### config.mk
export PLATFORM = sky130hd
export DESIGN_NAME = dso_wave_reader_flat
export DESIGN_NICKNAME = d
export VERILOG_FILES = /design/src/rtl/dso_wave_reader_if.sv /design/src/rtl/dso_wave_reader.sv /design/src/flat_wrapper.sv
export SDC_FILE = /design/constraint.sdc
export NUM_CORES = 1
export LEC_CHECK = 0
export ABC_AREA = 1
export BUFFER_PORTS_ARGS = -buffer_cell sky130_fd_sc_hd__buf_2
export CORE_MARGIN = 4
export CORE_UTILIZATION = 60
export CTS_CLUSTER_SIZE = 10
export DETAILED_ROUTE_END_ITERATION = 7
export GPL_TIMING_DRIVEN = 0
export PLACE_DENSITY = 0.92
export SYNTH_ARGS = -nofsm -noshare
export SYNTH_HDL_FRONTEND = slang
export SYNTH_SLANG_ARGS = --single-unit
### constraint.sdc
create_clock -name clk_i -period 3.2 [get_ports clk_i]
set_input_delay 0.64 -clock clk_i [delete_from_list [all_inputs] [get_ports clk_i]]
set_output_delay 0.64 -clock clk_i [all_outputs]
set_load 0.01 [all_outputs]
### src/rtl/dso_wave_reader_if.sv
// Bundle of the frame-read control, capture-RAM read port and output byte stream
// used by dso_wave_reader. The reader drives the RAM port and the stream (master);
// the capture RAM / display side is the slave.
interface dso_wave_reader_if #(
  parameter int ADDR_W = 10,
  parameter int DATA_W = 8
);
  logic              start;
  logic              abort;
  logic              busy;
  logic              done;
  logic              ram_rd_en;
  logic [ADDR_W-1:0] wave_rd_addr;
  logic [DATA_W-1:0] wave_rd_data;
  logic              ram_rd_over;
  logic              out_valid;
  logic              out_ready;
  logic [DATA_W-1:0] out_data;
  logic              out_last;
  logic [DATA_W-1:0] frame_max;
  logic [DATA_W-1:0] frame_min;

  modport master (
    input  start, abort, wave_rd_data, out_ready,
    output busy, done, ram_rd_en, wave_rd_addr, ram_rd_over,
           out_valid, out_data, out_last, frame_max, frame_min
  );

  modport slave (
    output start, abort, wave_rd_data, out_ready,
    input  busy, done, ram_rd_en, wave_rd_addr, ram_rd_over,
           out_valid, out_data, out_last, frame_max, frame_min
  );
endinterface

### src/rtl/dso_wave_reader.sv
// Read-side controller for the oscilloscope capture RAM. Sweeps one frame of
// H_POINTS samples out of the RAM, buffers them in a 4-entry FIFO behind a
// credit check, streams them on a valid/ready byte stream and reports the
// frame min/max once the whole frame has been read.
module dso_wave_reader #(
  parameter int H_POINTS = 640,
  parameter int ADDR_W   = 10,
  parameter int DATA_W   = 8
) (
  input  logic               clk_i,
  input  logic               rstn_i,
  dso_wave_reader_if.master  bus_if
);

  localparam logic [ADDR_W-1:0] LAST_ADDR = ADDR_W'(H_POINTS - 1);

  typedef enum logic [1:0] {IDLE, READ, DRAIN} state_e;

  state_e            state_q;
  logic [ADDR_W-1:0] cnt_q;
  logic [ADDR_W-1:0] addr_q;
  logic              rd_en_q;
  logic              cap_v_q;
  logic              cap_last_q;
  logic              busy_q;
  logic              done_q;
  logic              rd_over_q;
  logic [DATA_W-1:0] run_max_q;
  logic [DATA_W-1:0] run_min_q;
  logic [DATA_W-1:0] frame_max_q;
  logic [DATA_W-1:0] frame_min_q;

  logic [DATA_W-1:0] fifo_data_q [4];
  logic              fifo_last_q [4];
  logic [1:0]        wr_ptr_q;
  logic [1:0]        rd_ptr_q;
  logic [2:0]        count_q;

  logic              flush;
  logic              push;
  logic              pop;
  logic              issue;
  logic              head_last;
  logic [2:0]        credit;
  logic [2:0]        count_d;
  logic [DATA_W-1:0] run_max_d;
  logic [DATA_W-1:0] run_min_d;

  // Handshake decode, read credit (buffered + in flight) and running min/max candidates
  always_comb begin
    flush     = bus_if.abort && (state_q != IDLE);
    push      = cap_v_q;
    pop       = (count_q != 3'd0) && bus_if.out_ready;
    head_last = fifo_last_q[rd_ptr_q];
    credit    = count_q + 3'(rd_en_q) + 3'(cap_v_q);
    issue     = (state_q == READ) && (credit < 3'd4);
    count_d   = count_q + 3'(push) - 3'(pop);
    run_max_d = (bus_if.wave_rd_data > run_max_q) ? bus_if.wave_rd_data : run_max_q;
    run_min_d = (bus_if.wave_rd_data < run_min_q) ? bus_if.wave_rd_data : run_min_q;
  end

  // Frame FSM with read issue, capture pipeline tag and min/max tracking
  always_ff @(posedge clk_i or negedge rstn_i) begin
    if (!rstn_i) begin
      state_q     <= IDLE;
      cnt_q       <= '0;
      addr_q      <= '0;
      rd_en_q     <= 1'b0;
      cap_v_q     <= 1'b0;
      cap_last_q  <= 1'b0;
      busy_q      <= 1'b0;
      done_q      <= 1'b0;
      rd_over_q   <= 1'b0;
      run_max_q   <= '0;
      run_min_q   <= '1;
      frame_max_q <= '0;
      frame_min_q <= '0;
    end else if (flush) begin
      state_q    <= IDLE;
      rd_en_q    <= 1'b0;
      cap_v_q    <= 1'b0;
      cap_last_q <= 1'b0;
      busy_q     <= 1'b0;
      done_q     <= 1'b0;
      rd_over_q  <= 1'b0;
    end else begin
      done_q     <= 1'b0;
      rd_over_q  <= 1'b0;
      cap_v_q    <= rd_en_q;
      cap_last_q <= rd_en_q && (addr_q == LAST_ADDR);
      if (cap_v_q) begin
        run_max_q <= run_max_d;
        run_min_q <= run_min_d;
        if (cap_last_q) begin
          rd_over_q   <= 1'b1;
          frame_max_q <= run_max_d;
          frame_min_q <= run_min_d;
        end
      end
      case (state_q)
        IDLE: begin
          rd_en_q <= 1'b0;
          if (bus_if.start && !bus_if.abort) begin
            state_q   <= READ;
            busy_q    <= 1'b1;
            rd_en_q   <= 1'b1;
            addr_q    <= '0;
            cnt_q     <= ADDR_W'(1);
            run_max_q <= '0;
            run_min_q <= '1;
          end
        end
        READ: begin
          if (issue) begin
            rd_en_q <= 1'b1;
            addr_q  <= cnt_q;
            cnt_q   <= cnt_q + ADDR_W'(1);
            if (cnt_q == LAST_ADDR) begin
              state_q <= DRAIN;
            end
          end else begin
            rd_en_q <= 1'b0;
          end
        end
        DRAIN: begin
          rd_en_q <= 1'b0;
          if (pop && head_last) begin
            done_q  <= 1'b1;
            busy_q  <= 1'b0;
            state_q <= IDLE;
          end
        end
        default: begin
          state_q <= IDLE;
          rd_en_q <= 1'b0;
        end
      endcase
    end
  end

  // Four-entry sample FIFO; a simultaneous push and pop on a full FIFO is safe
  always_ff @(posedge clk_i or negedge rstn_i) begin
    if (!rstn_i) begin
      for (int i = 0; i < 4; i++) begin
        fifo_data_q[i] <= '0;
        fifo_last_q[i] <= 1'b0;
      end
      wr_ptr_q <= '0;
      rd_ptr_q <= '0;
      count_q  <= '0;
    end else if (flush) begin
      wr_ptr_q <= '0;
      rd_ptr_q <= '0;
      count_q  <= '0;
    end else begin
      if (push) begin
        fifo_data_q[wr_ptr_q] <= bus_if.wave_rd_data;
        fifo_last_q[wr_ptr_q] <= cap_last_q;
        wr_ptr_q              <= wr_ptr_q + 2'd1;
      end
      if (pop) begin
        rd_ptr_q <= rd_ptr_q + 2'd1;
      end
      count_q <= count_d;
    end
  end

  assign bus_if.busy         = busy_q;
  assign bus_if.done         = done_q;
  assign bus_if.ram_rd_en    = rd_en_q;
  assign bus_if.wave_rd_addr = addr_q;
  assign bus_if.ram_rd_over  = rd_over_q;
  assign bus_if.out_valid    = (count_q != 3'd0);
  assign bus_if.out_data     = fifo_data_q[rd_ptr_q];
  assign bus_if.out_last     = head_last;
  assign bus_if.frame_max    = frame_max_q;
  assign bus_if.frame_min    = frame_min_q;

endmodule

### src/flat_wrapper.sv
// flat-port wrapper written by rule: the top's interface ports become plain ports
module dso_wave_reader_flat 
#(
  parameter int H_POINTS = 640,
  parameter int ADDR_W   = 10,
  parameter int DATA_W   = 8
)
  (clk_i, rstn_i, bus_if_start, bus_if_abort, bus_if_wave_rd_data, bus_if_out_ready, bus_if_busy, bus_if_done, bus_if_ram_rd_en, bus_if_wave_rd_addr, bus_if_ram_rd_over, bus_if_out_valid, bus_if_out_data, bus_if_out_last, bus_if_frame_max, bus_if_frame_min);
  dso_wave_reader_if #(.ADDR_W(ADDR_W), .DATA_W(DATA_W)) bus_if_i ();
  input  logic clk_i;
  input  logic rstn_i;
  input wire logic [$bits(bus_if_i.start)-1:0] bus_if_start;
  input wire logic [$bits(bus_if_i.abort)-1:0] bus_if_abort;
  input wire logic [$bits(bus_if_i.wave_rd_data)-1:0] bus_if_wave_rd_data;
  input wire logic [$bits(bus_if_i.out_ready)-1:0] bus_if_out_ready;
  output wire logic [$bits(bus_if_i.busy)-1:0] bus_if_busy;
  output wire logic [$bits(bus_if_i.done)-1:0] bus_if_done;
  output wire logic [$bits(bus_if_i.ram_rd_en)-1:0] bus_if_ram_rd_en;
  output wire logic [$bits(bus_if_i.wave_rd_addr)-1:0] bus_if_wave_rd_addr;
  output wire logic [$bits(bus_if_i.ram_rd_over)-1:0] bus_if_ram_rd_over;
  output wire logic [$bits(bus_if_i.out_valid)-1:0] bus_if_out_valid;
  output wire logic [$bits(bus_if_i.out_data)-1:0] bus_if_out_data;
  output wire logic [$bits(bus_if_i.out_last)-1:0] bus_if_out_last;
  output wire logic [$bits(bus_if_i.frame_max)-1:0] bus_if_frame_max;
  output wire logic [$bits(bus_if_i.frame_min)-1:0] bus_if_frame_min;
  assign bus_if_i.start = bus_if_start;
  assign bus_if_i.abort = bus_if_abort;
  assign bus_if_i.wave_rd_data = bus_if_wave_rd_data;
  assign bus_if_i.out_ready = bus_if_out_ready;
  assign bus_if_busy = bus_if_i.busy;
  assign bus_if_done = bus_if_i.done;
  assign bus_if_ram_rd_en = bus_if_i.ram_rd_en;
  assign bus_if_wave_rd_addr = bus_if_i.wave_rd_addr;
  assign bus_if_ram_rd_over = bus_if_i.ram_rd_over;
  assign bus_if_out_valid = bus_if_i.out_valid;
  assign bus_if_out_data = bus_if_i.out_data;
  assign bus_if_out_last = bus_if_i.out_last;
  assign bus_if_frame_max = bus_if_i.frame_max;
  assign bus_if_frame_min = bus_if_i.frame_min;
  dso_wave_reader #(.H_POINTS(H_POINTS), .ADDR_W(ADDR_W), .DATA_W(DATA_W)) u_core (.clk_i(clk_i), .rstn_i(rstn_i), .bus_if(bus_if_i));
endmodule
# ---- Yosys cells after proc, flatten, opt, wreduce, memory -nomap -nowiden
# Cells that the tools add are included.
# Widths: inputs -> output; s select.
dict set report totals {
  ff_bits 103
  latch_bits 0
  ramBits 0
  mem_bits_ro 0
  inputBits 13
  output_inout_bits 40
  wordCells 123
  memories 0
}
dict set report op_classes {
  n_addsub 7
  multipliers 0
  n_div 0
  magnitude_cmp 6
  eq_ne 10
  n_shift 0
  muxes 53
  n_bitwise 3
  reduce_logical 20
}
# op n
set op_table {}
lappend op_table {{$mux 8} 11}
lappend op_table {{$mux 10} 4}
lappend op_table {{$pmux 10 s2} 2}
lappend op_table {{$bwmux 32} 1}
lappend op_table {{$eq 10x10->1 const B} 2}
lappend op_table {{$mux 2} 9}
lappend op_table {{$mux 1} 17}
lappend op_table {{$bmux 8 s2} 1}
lappend op_table {{$demux 8 s2} 1}
lappend op_table {{$add 10x1->10 const B} 1}
lappend op_table {{$add 3x1->3} 3}
lappend op_table {{$ne 3x1->1 const B} 3}
lappend op_table {{$gt 8x8->1} 1}
lappend op_table {{$lt 8x8->1} 1}
lappend op_table {{$reduce_and 4->1} 2}
lappend op_table {{$reduce_bool 2->1} 4}
lappend op_table {{$logic_and 1x1->1} 7}
lappend op_table {{$ge 3x3->1 const B} 2}
lappend op_table {{$not 2->3} 2}
lappend op_table {{$pmux 2 s3} 1}
lappend op_table {{$reduce_and 3->1} 2}
lappend op_table {{$reduce_bool 3->1} 2}
lappend op_table {{$add 2x1->2 const B} 2}
lappend op_table {{$bwmux 4} 1}
lappend op_table {{other kinds (15)} 17}

# ---- Depth between registers and ports, before layout
# Gate-level depths: netlist of the first run.
dict set report logic_depth {
  depth_word 8
  mapped_depth 14
  mapped_depth_nobuf 14
}

# ---- Worst setup path after synthesis of the first run
# Ideal clock, no wire load.
dict set report synth_timing {
  kind {input to register}
  from {input bus_if_out_ready}
  to {register u_core.count_q[2]}
  setup_time_ns 0.086
  arrival_ns 2.020
  t_required_ns 3.114
  setup_slack_ns 1.094
  cell_stages 8
  path_buffers 0
  cell_sequence {a21boi_1 > ha_1 > inv_1 > ha_1 > inv_1 > fa_1 > and3_1 > nor3_1}
}
dict set report synth_between {
  elab_chain_cells 3
}
# item line
set synth_rtl {}
lappend synth_rtl {{from (decl)} flat_wrapper.sv:15} ;# input wire logic [$bits(bus_if_i.out_ready)-1:0] bus_if_out_ready;
lappend synth_rtl {{$logic_and 1x1->1} dso_wave_reader.sv:53} ;# pop = (count_q != 3'd0) && bus_if.out_ready;
lappend synth_rtl {{$sub 3x1->3} dso_wave_reader.sv:57} ;# count_d = count_q + 3'(push) - 3'(pop);
lappend synth_rtl {{$mux 3} dso_wave_reader.sv:151} ;# end else if (flush) begin
lappend synth_rtl {{to (signal assigned)} dso_wave_reader.sv:164} ;# count_q <= count_d;
lappend synth_rtl {{to (decl)} dso_wave_reader.sv:37} ;# logic [2:0] count_q;
# Every way passes these cells.
# A chain may end at the register's enable or synchronous reset.

# ---- Worst setup path after layout of the first run
dict set report layout_timing {
  from {register u_core.rd_ptr_q[0]}
  to {output bus_if_out_data[7]}
}
dict set report layout_between {
  elab_chain_cells 4
}
# item line
set layout_rtl {}
lappend layout_rtl {{from (decl)} dso_wave_reader.sv:36} ;# logic [1:0] rd_ptr_q;
lappend layout_rtl {{from (signal assigned)} dso_wave_reader.sv:162} ;# rd_ptr_q <= rd_ptr_q + 2'd1;
lappend layout_rtl {{$not 2->3 (implied by the code)} dso_wave_reader.sv:174} ;# assign bus_if.out_data = fifo_data_q[rd_ptr_q];
lappend layout_rtl {{$bmux 8 s2} dso_wave_reader.sv:174}
lappend layout_rtl {{$mux 8 (implied by the code) (2 in a row)} dso_wave_reader.sv:174}
lappend layout_rtl {{to (decl)} flat_wrapper.sv:22} ;# output wire logic [$bits(bus_if_i.out_data)-1:0] bus_if_out_data;
# Every way passes these cells. The select of a mux whose other input is x is not followed.

==> results of run 1 <==
-- power by group through the flow --
stage | sequential (µW) | clock (µW) | combinational [µW]
4_1_cts | 1950 | 834 | 1970
2_1_floorplan | 1920 | 0 | 1380
3_5_place_dp | 1970 | 0 | 1940
5_1_grt | 1990 | 887 | 2260
3_3_place_gp | 1940 | 0 | 1820
6_report | 1960 | 826 | 1990
-- cell type report --
class,count,area [µm²],share of cell area
multi-input cells,474,2392,0.4033
plain buffers,20,123.9,0.02088
well taps,108,135.1,0.02278
flip-flops and latches,103,2587,0.4362
clock inverters,5,57.56,0.009703
repair buffers,53,290.3,0.04893
clock buffers,11,141.4,0.02383
inverters,51,203.9,0.03438
-- final timing paths --
path	from	end	slack [ns]	cells past startpoint
setup / recovery	u_core.rd_ptr_q[0]$_DFFE_PN0P_	bus_if_out_data[7]	0.40	5
min in group clk_i	u_core.bus_if.busy$_DFFE_PN0P_	u_core.bus_if.busy$_DFFE_PN0P_	0.47	2
setup reg to reg	u_core.run_min_q[5]$_DFFE_PN1N_	u_core.run_min_q[5]$_DFFE_PN1N_	0.85	9
hold reg to reg	u_core.bus_if.busy$_DFFE_PN0P_	u_core.bus_if.busy$_DFFE_PN0P_	0.47	2
hold / removal	rstn_i	u_core.fifo_data_q[27]$_DFFE_PN0P_	0.30	1
max in group asynchronous	rstn_i	u_core.run_min_q[5]$_DFFE_PN1N_	2.16	2
-- sequential cells by signal, indices dropped and copies added, names as in the netlist, 2 cells and up --
signal,flops
u_core.run_max_q,8
u_core.rd_ptr_q,2
u_core.count_q,3
u_core.fifo_data_q,32
u_core.run_min_q,8
u_core.state_q,2
u_core.bus_if.frame_max,8
u_core.wr_ptr_q,2
u_core.bus_if.frame_min,8
u_core.fifo_last_q,4
u_core.cnt_q,10
u_core.bus_if.wave_rd_addr,10
-- cells in the final DEF (no fill, tap or decap), drive strengths merged, types with 2 or more instances in the layout --
master | synthesis | final
nand2 | 220 | 220
dfrtp | 95 | 95
o21ai | 66 | 66
nand3 | 62 | 62
buf | 7 | 60
inv | 51 | 51
nor2 | 42 | 42
a21oi | 24 | 24
clkbuf | 13 | 24
ha | 23 | 23
o22ai | 8 | 8
dfstp | 8 | 8
nor3 | 6 | 6
xor2 | 6 | 6
nand4 | 5 | 5
clkinv | 0 | 4
nand3b | 2 | 2
-- kinds of logic (layout without fill, tap and decap cells) --
group | Yosys count | count (layout)
DFF | 103 | 103
and+or+nand+nor | 341 | 341
xor gates and xnor gates | 6 | 6
AOI/OAI and AO/OA | 103 | 103
buffers and inverters | 71 | 140
adders and majority gates | 24 | 24
-- stage by stage --
| step | cell area (µm²) | power, µW | std cells | util | setup WS (ns) |
|---|---|---|---|---|---|
| 3_5_place_dp | 5733 | 3911 | 809 | 0.6606 | 0.7961 |
| 2_1_floorplan | 5308 | 3298 | 648 | - | 1.094 |
| 6_report | 5932 | 4776 | 825 | 0.6835 | 0.4029 |
| 3_3_place_gp | 5703 | 3761 | 808 | 0.6572 | 0.5095 |
| 4_1_cts | 5932 | 4751 | 825 | 0.6835 | 0.4563 |
| 5_1_grt | 5932 | 5145 | 825 | 0.6835 | 0.3146 |
-- metal layers --
layer	wire (µm)	share of wire	vias to the layer above	track usage
met3	1113	0.085	27	0.06280
met1	5165	0.40	2227	0.3371
met4	296	0.023	0	0.09485
met5	0	0	-	0
li1	-	-	2247	-
met2	6450	0.50	204	0.4383
==> impl_metrics.json, run 1 <==
{
  "switching_share": 0.4153,
  "vias": 4705,
  "drv_cap": 0,
  "antenna_cells": 0,
  "synthesis.area_um2": 5308,
  "synth_cells": 648,
  "tns_ns": 0,
  "critical_path_buf_inv_count": 3,
  "peakVddDrop_uv": 454.0,
  "drv_slew": 0,
  "io_pins": 53,
  "drt_iter0_markers": 295,
  "ys_seq_area_frac": 0.4875,
  "initial_core_util": 0.6116,
  "cts-root-buf": "clkbuf_8",
  "clk_latency_ns": 0.37,
  "synth.area.top_cells": "dfrtp_1, nand2_1, o21ai_0",
  "die_h_um": 102.1,
  "synth_top_area_frac": 0.4479,
  "totalWireLength_um": 13030,
  "viasPerCell": 5.703,
  "power_density_nw_per_um2": 805.2,
  "critPathKind": "reg2out",
  "hold_viol_final": 0,
  "synthArstFlopShare": 1.000,
  "yosysWarnings": 0,
  "fillers": 664,
  "outcome": "completed",
  "overflow": 0,
  "timing.final.crit_share": 0.8741,
  "finalSetupViolations": 0,
  "post_cts_buffers": 0,
  "clkSinkCount": 103,
  "synth_compound_area_frac": 0.1030,
  "critical-path-top-delay-family": "buffers and inverters",
  "critPathMaxStageDelay_ns": 0.47,
  "synthToLayoutAreaGrowth_pct": 11.76,
  "gp_congestion": 0.9410,
  "avgSynthCellArea_um2": 8.191,
  "antenna_found_initial": 0,
  "fmaxAchievable_mhz": 357.5,
  "drive_gt1_frac": 0.1506,
  "drc_errors": 0,
  "synth_edf_count": 0,
  "post_drt_wl_per_cell_um": 15.79,
  "p_comb_frac": 0.417,
  "synthFlopType": "dfrtp_1",
  "worstSetupStartpointType": "flop",
  "nets": 749,
  "crit_chain": "clkbuf_1 > clkbuf_1 > nor2_1 > o22ai_1 > buf_2",
  "synthTopCellsByCount": "nand2_1, dfrtp_1, o21ai_0, nand3_1, inv_1",
  "yosysTopAreaCell": "dfrtp_1",
  "hpwl_um": 9181,
  "cts_hold_buf": 0,
  "min_period_ns": 2.797,
  "synth-seq-cells": 103,
  "cp-end-kind": "output port",
  "firstDrtPassIters": 6,
  "cpMostUsedCell": "clkbuf_1",
  "hp-class": "in2async",
  "grt_pass1_vias": 4671,
  "worst_pin_slew_ns": 0.6609,
  "synth_fa_ha_area_frac": 0.05799,
  "cts_tree": "built",
  "synth_cell_types": 40,
  "yosysMostFrequentCell": "nand2_1",
  "p_leak_uw": 0.003133,
  "slew_headroom": 0.5594,
  "synth_xor_area_frac": 0.009901,
  "rsz0062_at_grt": "no",
  "path_max_fanout": 10,
  "die_w_um": 102.1,
  "die_area_um2": 10420,
  "whs_ns": 0.3026,
  "core.rowCount": 34,
  "synthSimpleGateAreaFrac": 0.2798,
  "ctsResizeCount": 0,
  "fp.coreArea_um2": 8678,
  "grt_max_degree": 54,
  "cts-htree-levels": 3,
  "p_switching_uw": 1984,
  "arrival_ns": 2.16,
  "yosys-mux-area-fraction": 0,
  "cp.required_ns": 2.56,
  "p_seq_frac": 0.410,
  "cts_max_path_buffers": 2,
  "fin_worst_skew_ns": 0.01385,
  "cpMaxStageDelayCell": "clkbuf_1",
  "syn_nets": 685,
  "cts_buffers": 9,
  "clk_pin_slew_ns": 0.09,
  "clkPwrFrac": 0.173,
  "ant_nets": 0,
  "intPower_uw": 2793,
  "port_buffers": 52,
  "synth_top_family_by_area": "simple AND/OR/NAND/NOR gates",
  "grt_pass1_wl_um": 21610,
  "grt_util_all_layers": 0.2633
}
No activity file was read; power rests on OpenSTA's default activity.
==> inputs of run 2 (changes only) <==
Settings changed: PLACE_DENSITY 0.92 to 0.89, SKIP_CTS_REPAIR_TIMING set to 1.
==> impl_metrics.json, run 2 (synthesized netlist as in run 1, its figures left out) <==
{
  "cts_buffers": 9,
  "initial_core_util": 0.6116,
  "finalCoreUtilization": 0.6825,
  "tns_ns": 0,
  "grt_pass1_wl_um": 20830,
  "drt_iter0_markers": 339,
  "antenna_cells": 0,
  "p_leak_uw": 0.003119,
  "viasPerCell": 5.802,
  "critPathKind": "reg2out",
  "hp-class": "in2async",
  "worst_pin_slew_ns": 0.5146,
  "core.rowCount": 34,
  "p_seq_frac": 0.413,
  "drc_errors": 0,
  "port_buffers": 52,
  "vias": 4787,
  "finalSetupViolations": 0,
  "timing.final.crit_share": 0.8532,
  "fin_worst_skew_ns": 0.006201,
  "clk_latency_ns": 0.37,
  "switching_share": 0.4146,
  "drive_gt1_frac": 0.1492,
  "fillers": 649,
  "critical_path_buf_inv_count": 3,
  "crit_chain": "clkbuf_1 > clkbuf_1 > nor2_1 > o22ai_1 > buf_2",
  "critical-path-top-delay-family": "buffers and inverters",
  "rsz0062_at_grt": "no",
  "overflow": 0,
  "drv_slew": 0,
  "p_comb_frac": 0.417,
  "final_common_cell": "nand2_1",
  "slew_headroom": 0.6570,
  "clkSinkCount": 103,
  "nets": 749,
  "fmaxAchievable_mhz": 366.3,
  "arrival_ns": 2.09,
  "peakVddDrop_uv": 364.7,
  "path_max_fanout": 10,
  "cpMaxStageDelayCell": "clkbuf_1",
  "io_pins": 53,
  "synthToLayoutAreaGrowth_pct": 11.60,
  "hold_viol_final": 0,
  "postPlaceCellArea_um2": 5733,
  "outcome": "completed",
  "clkPwrFrac": 0.170,
  "min_period_ns": 2.730,
  "clk_pin_slew_ns": 0.09,
  "totalWireLength_um": 12810,
  "final_cell_area_um2": 5923,
  "drv_cap": 0,
  "cp.required_ns": 2.56,
  "cts_max_path_buffers": 2,
  "post_drt_wl_per_cell_um": 15.52,
  "layout_setup_ws_ns": 0.4698,
  "cts-root-buf": "clkbuf_8",
  "die_area_um2": 10420,
  "die_h_um": 102.1,
  "place_ws_ns": 0.7381,
  "hpwl_um": 9105,
  "grt_pass1_vias": 4514,
  "cts_tree": "built",
  "layout_common_cells": "nand2_1, dfrtp_1, o21ai_0, nand3_1, buf_2",
  "power_density_nw_per_um2": 798.9,
  "fp.coreArea_um2": 8678,
  "regMostFlops": "u_core.fifo_data_q",
  "largest_reg_flops": 32,
  "die_w_um": 102.1,
  "grt_max_degree": 74,
  "grt_util_all_layers": 0.2555,
  "gp_congestion": 0.9599,
  "ant_nets": 0,
  "intPower_uw": 2770,
  "critPathMaxStageDelay_ns": 0.46,
  "worstSetupStartpointType": "flop",
  "antenna_found_initial": 0,
  "cp-end-kind": "output port",
  "cts-htree-levels": 3,
  "cpMostUsedCell": "clkbuf_1",
  "firstDrtPassIters": 6,
  "whs_ns": 0.1963,
  "p_switching_uw": 1962
}
## run 2: power groups by stage
stage / clock [µW] / combinational [µW] / sequential (µW)
2_1_floorplan: 0 / 1380 / 1920
3_3_place_gp: 0 / 1820 / 1940
3_5_place_dp: 0 / 1940 / 1960
4_1_cts: 812 / 1950 / 1940
5_1_grt: 867 / 2230 / 1990
6_report: 804 / 1970 / 1950
## run 2: worst paths after layout
| check | startpoint | to | slack (ns) | cells after the start |
|---|---|---|---|---|
| setup / recovery | u_core.rd_ptr_q[0]$_DFFE_PN0P_ | bus_if_out_data[7] | 0.47 | 5 |
| hold / removal | rstn_i | u_core.fifo_data_q[3]$_DFFE_PN0P_ | 0.20 | 1 |
| setup reg to reg | u_core.run_max_q[7]$_DFFE_PN0N_ | u_core.run_max_q[0]$_DFFE_PN0N_ | 0.91 | 11 |
| hold reg to reg | u_core.bus_if.busy$_DFFE_PN0P_ | u_core.bus_if.busy$_DFFE_PN0P_ | 0.48 | 2 |
| max in group asynchronous | rstn_i | u_core.run_min_q[6]$_DFFE_PN1N_ | 2.29 | 2 |
| min in group clk_i | u_core.bus_if.busy$_DFFE_PN0P_ | u_core.bus_if.busy$_DFFE_PN0P_ | 0.48 | 2 |
## run 2: area by class of cell
type / count / area [µm²] / share of cell area
Tap cell: 108 / 135.1 / 0.02281
Inverter: 51 / 203.9 / 0.03443
Clock inverter: 5 / 58.81 / 0.009928
Sequential cell: 103 / 2587 / 0.4368
Timing Repair Buffer: 53 / 290.3 / 0.04901
Buffer: 20 / 123.9 / 0.02091
Clock buffer: 11 / 131.4 / 0.02218
Multi-Input combinational cell: 474 / 2392 / 0.4039
## run 2: routing by layer
metal	wire [µm]	GRT usage
met4	350	0.09485
met3	1146	0.06212
met1	5078	0.3248
met5	0	0
met2	6232	0.4258
## run 2: stage by stage
step	instances	power, µW
after floorplan	648	3298
after global placement	808	3762
after detailed placement	809	3899
after CTS	825	4709
after global routing	825	5086
final	825	4732
==> inputs of run 3 (changes only) <==
--- a/config.mk
+++ b/config.mk
@@ -7,12 +7,13 @@
 export LEC_CHECK = 0
 export ABC_AREA = 1
-export BUFFER_PORTS_ARGS = -buffer_cell sky130_fd_sc_hd__buf_2
 export CORE_MARGIN = 4
 export CORE_UTILIZATION = 60
 export CTS_CLUSTER_SIZE = 10
 export DETAILED_ROUTE_END_ITERATION = 7
+export DONT_BUFFER_PORTS = 1
 export GPL_TIMING_DRIVEN = 0
-export PLACE_DENSITY = 0.89
+export PLACE_DENSITY = 0.84
 export SKIP_CTS_REPAIR_TIMING = 1
+export SKIP_LAST_GASP = 1
 export SYNTH_ARGS = -nofsm -noshare
 export SYNTH_HDL_FRONTEND = slang
==> constraint.sdc (replaced) <==
create_clock -name clk_i -period 3.2 [get_ports clk_i]
set_input_delay 0.16 -clock clk_i [delete_from_list [all_inputs] [get_ports clk_i]]
set_output_delay 0.16 -clock clk_i [all_outputs]
set_load 0.01 [all_outputs]
==> impl_metrics.json, run 3 (synthesized netlist as in run 1, its figures left out) <==
{
  "outcome": "completed",
  "cts_tree": "built",
  "cp.required_ns": 3.47,
  "fp.coreArea_um2": 8678,
  "drt_iter0_markers": 295,
  "clkSinkCount": 103,
  "r2r_start": "u_core.count_q[1]$_DFF_PN0_",
  "critPathMaxStageDelay_ns": 0.43,
  "fmaxAchievable_mhz": 443.9,
  "dp.cells": 756,
  "hpwl_um": 8700,
  "final_cell_area_um2": 5724,
  "vias": 4484,
  "worstSetupStartpointType": "flop",
  "crit_chain": "nor2_1 > a21boi_1 > ha_1 > inv_1 > ha_1 > inv_1 > fa_1 > and3_1 > nor3_1",
  "gp_congestion": 0.8676,
  "die_w_um": 102.1,
  "min_from": "bus_if_wave_rd_data[6]",
  "viasPerCell": 5.778,
  "core.rowCount": 34,
  "drv_slew": 0,
  "path_max_fanout": 5,
  "die_h_um": 102.1,
  "finalSetupViolations": 0,
  "stdcell_count": 776,
  "firstDrtPassIters": 5,
  "grt_util_all_layers": 0.2479,
  "critical-path-top-delay-family": "adder cells",
  "clk_pin_slew_ns": 0.09,
  "final_common_cell": "nand2_1",
  "peakVddDrop_uv": 368.8,
  "finalCoreUtilization": 0.6596,
  "min_period_ns": 2.253,
  "worst_pin_slew_ns": 0.5169,
  "initial_core_util": 0.6116,
  "grt_max_degree": 104,
  "hp-class": "in2reg",
  "hold_viol_final": 0,
  "cts_max_path_buffers": 2,
  "drive_gt1_frac": 0.08396,
  "ant_nets": 0,
  "slew_headroom": 0.6554,
  "cts-htree-levels": 3,
  "drv_cap": 0,
  "port_buffers": 0,
  "totalWireLength_um": 12290,
  "whs_path_depth": 2,
  "cpMaxStageDelayCell": "dfrtp_1",
  "tns_ns": 0,
  "p_leak_uw": 0.002905,
  "drc_errors": 0,
  "r2r-end": "u_core.count_q[2]$_DFF_PN0_",
  "antenna_found_initial": 1,
  "clk_latency_ns": 0.37,
  "cts-root-buf": "clkbuf_8",
  "cp-end-kind": "flop",
  "post_drt_wl_per_cell_um": 15.84,
  "holdPathEnd": "u_core.fifo_data_q[6]$_DFFE_PN0P_",
  "synthToLayoutAreaGrowth_pct": 7.850,
  "layout_common_cells": "nand2_1, dfrtp_1, o21ai_0, nand3_1, inv_1",
  "grt_pass1_wl_um": 20290,
  "rsz0062_at_grt": "no",
  "largest_reg_flops": 32,
  "nets": 699,
  "io_pins": 53,
  "regMostFlops": "u_core.fifo_data_q",
  "timing.final.crit_share": 0.7041,
  "die_area_um2": 10420,
  "power_uw": 4690,
  "critical_path_buf_inv_count": 2,
  "postPlaceCellArea_um2": 5443,
  "arrival_ns": 2.52,
  "power_density_nw_per_um2": 819.3,
  "overflow": 0,
  "critPathKind": "reg2reg",
  "ff2ff_setup_slack_ns": 0.95,
  "rr_worst_depth": 9,
  "fin_worst_skew_ns": 0.01201,
  "grt_pass1_vias": 4315,
  "cts_buffers": 9
}
==> run 3: stage by stage <==
stage | worst slack (ns) | hold slack, ns
floorplan | 1.299 | -0.1356
global placement | 1.113 | -0.1315
detailed placement | 0.9545 | -0.1326
CTS | 0.9388 | -0.5346
global route | 0.8030 | 0.02894
finish | 0.9470 | 0.03021
==> run 3: power breakdown <==
| part | switching, µW | total, µW | internal, µW | leakage [µW] |
|---|---|---|---|---|
| Sequential | 267 | 1970 | 1700 | 0.00133 |
| Clock | 433 | 920 | 487 | 0.000113 |
| Combinational | 1190 | 1800 | 612 | 0.00147 |
| Total | 1890 | 4690 | 2800 | 0.00290 |
==> run 3: worst max path at each step <==
stage                                      startpoint                     endpoint  cells past startpoint
after floorplan           u_core.count_q[1]$_DFF_PN0_  u_core.count_q[2]$_DFF_PN0_                      9
after global placement    u_core.count_q[1]$_DFF_PN0_  u_core.count_q[2]$_DFF_PN0_                      9
after detailed placement  u_core.count_q[1]$_DFF_PN0_  u_core.count_q[2]$_DFF_PN0_                      9
after CTS                 u_core.count_q[1]$_DFF_PN0_  u_core.count_q[2]$_DFF_PN0_                      9
after global routing      u_core.count_q[1]$_DFF_PN0_  u_core.count_q[2]$_DFF_PN0_                      9
final                     u_core.count_q[1]$_DFF_PN0_  u_core.count_q[2]$_DFF_PN0_                      9
==> run 3: layout make-up <==
| type | instances | area, µm² |
|---|---|---|
| inverter | 51 | 203.9 |
| tap | 108 | 135.1 |
| timing repair buffer | 3 | 47.55 |
| fill | 702 | 2954 |
| buffer | 20 | 123.9 |
| antenna | 1 | 2.502 |
| clock inverter | 4 | 76.32 |
| clock buffer | 12 | 155.1 |
| multi-input combinational | 474 | 2392 |
| sequential | 103 | 2587 |
==> run 3: layer usage <==
| metal | share of wire | vias up | global-route usage | wire length, µm |
|---|---|---|---|---|
| li1 | - | 2146 | - | - |
| met1 | 0.40 | 2127 | 0.3119 | 4873 |
| met2 | 0.49 | 178 | 0.4058 | 6067 |
| met3 | 0.076 | 33 | 0.07440 | 932 |
| met4 | 0.034 | 0 | 0.09284 | 417 |
| met5 | 0 | - | 0 | 0 |
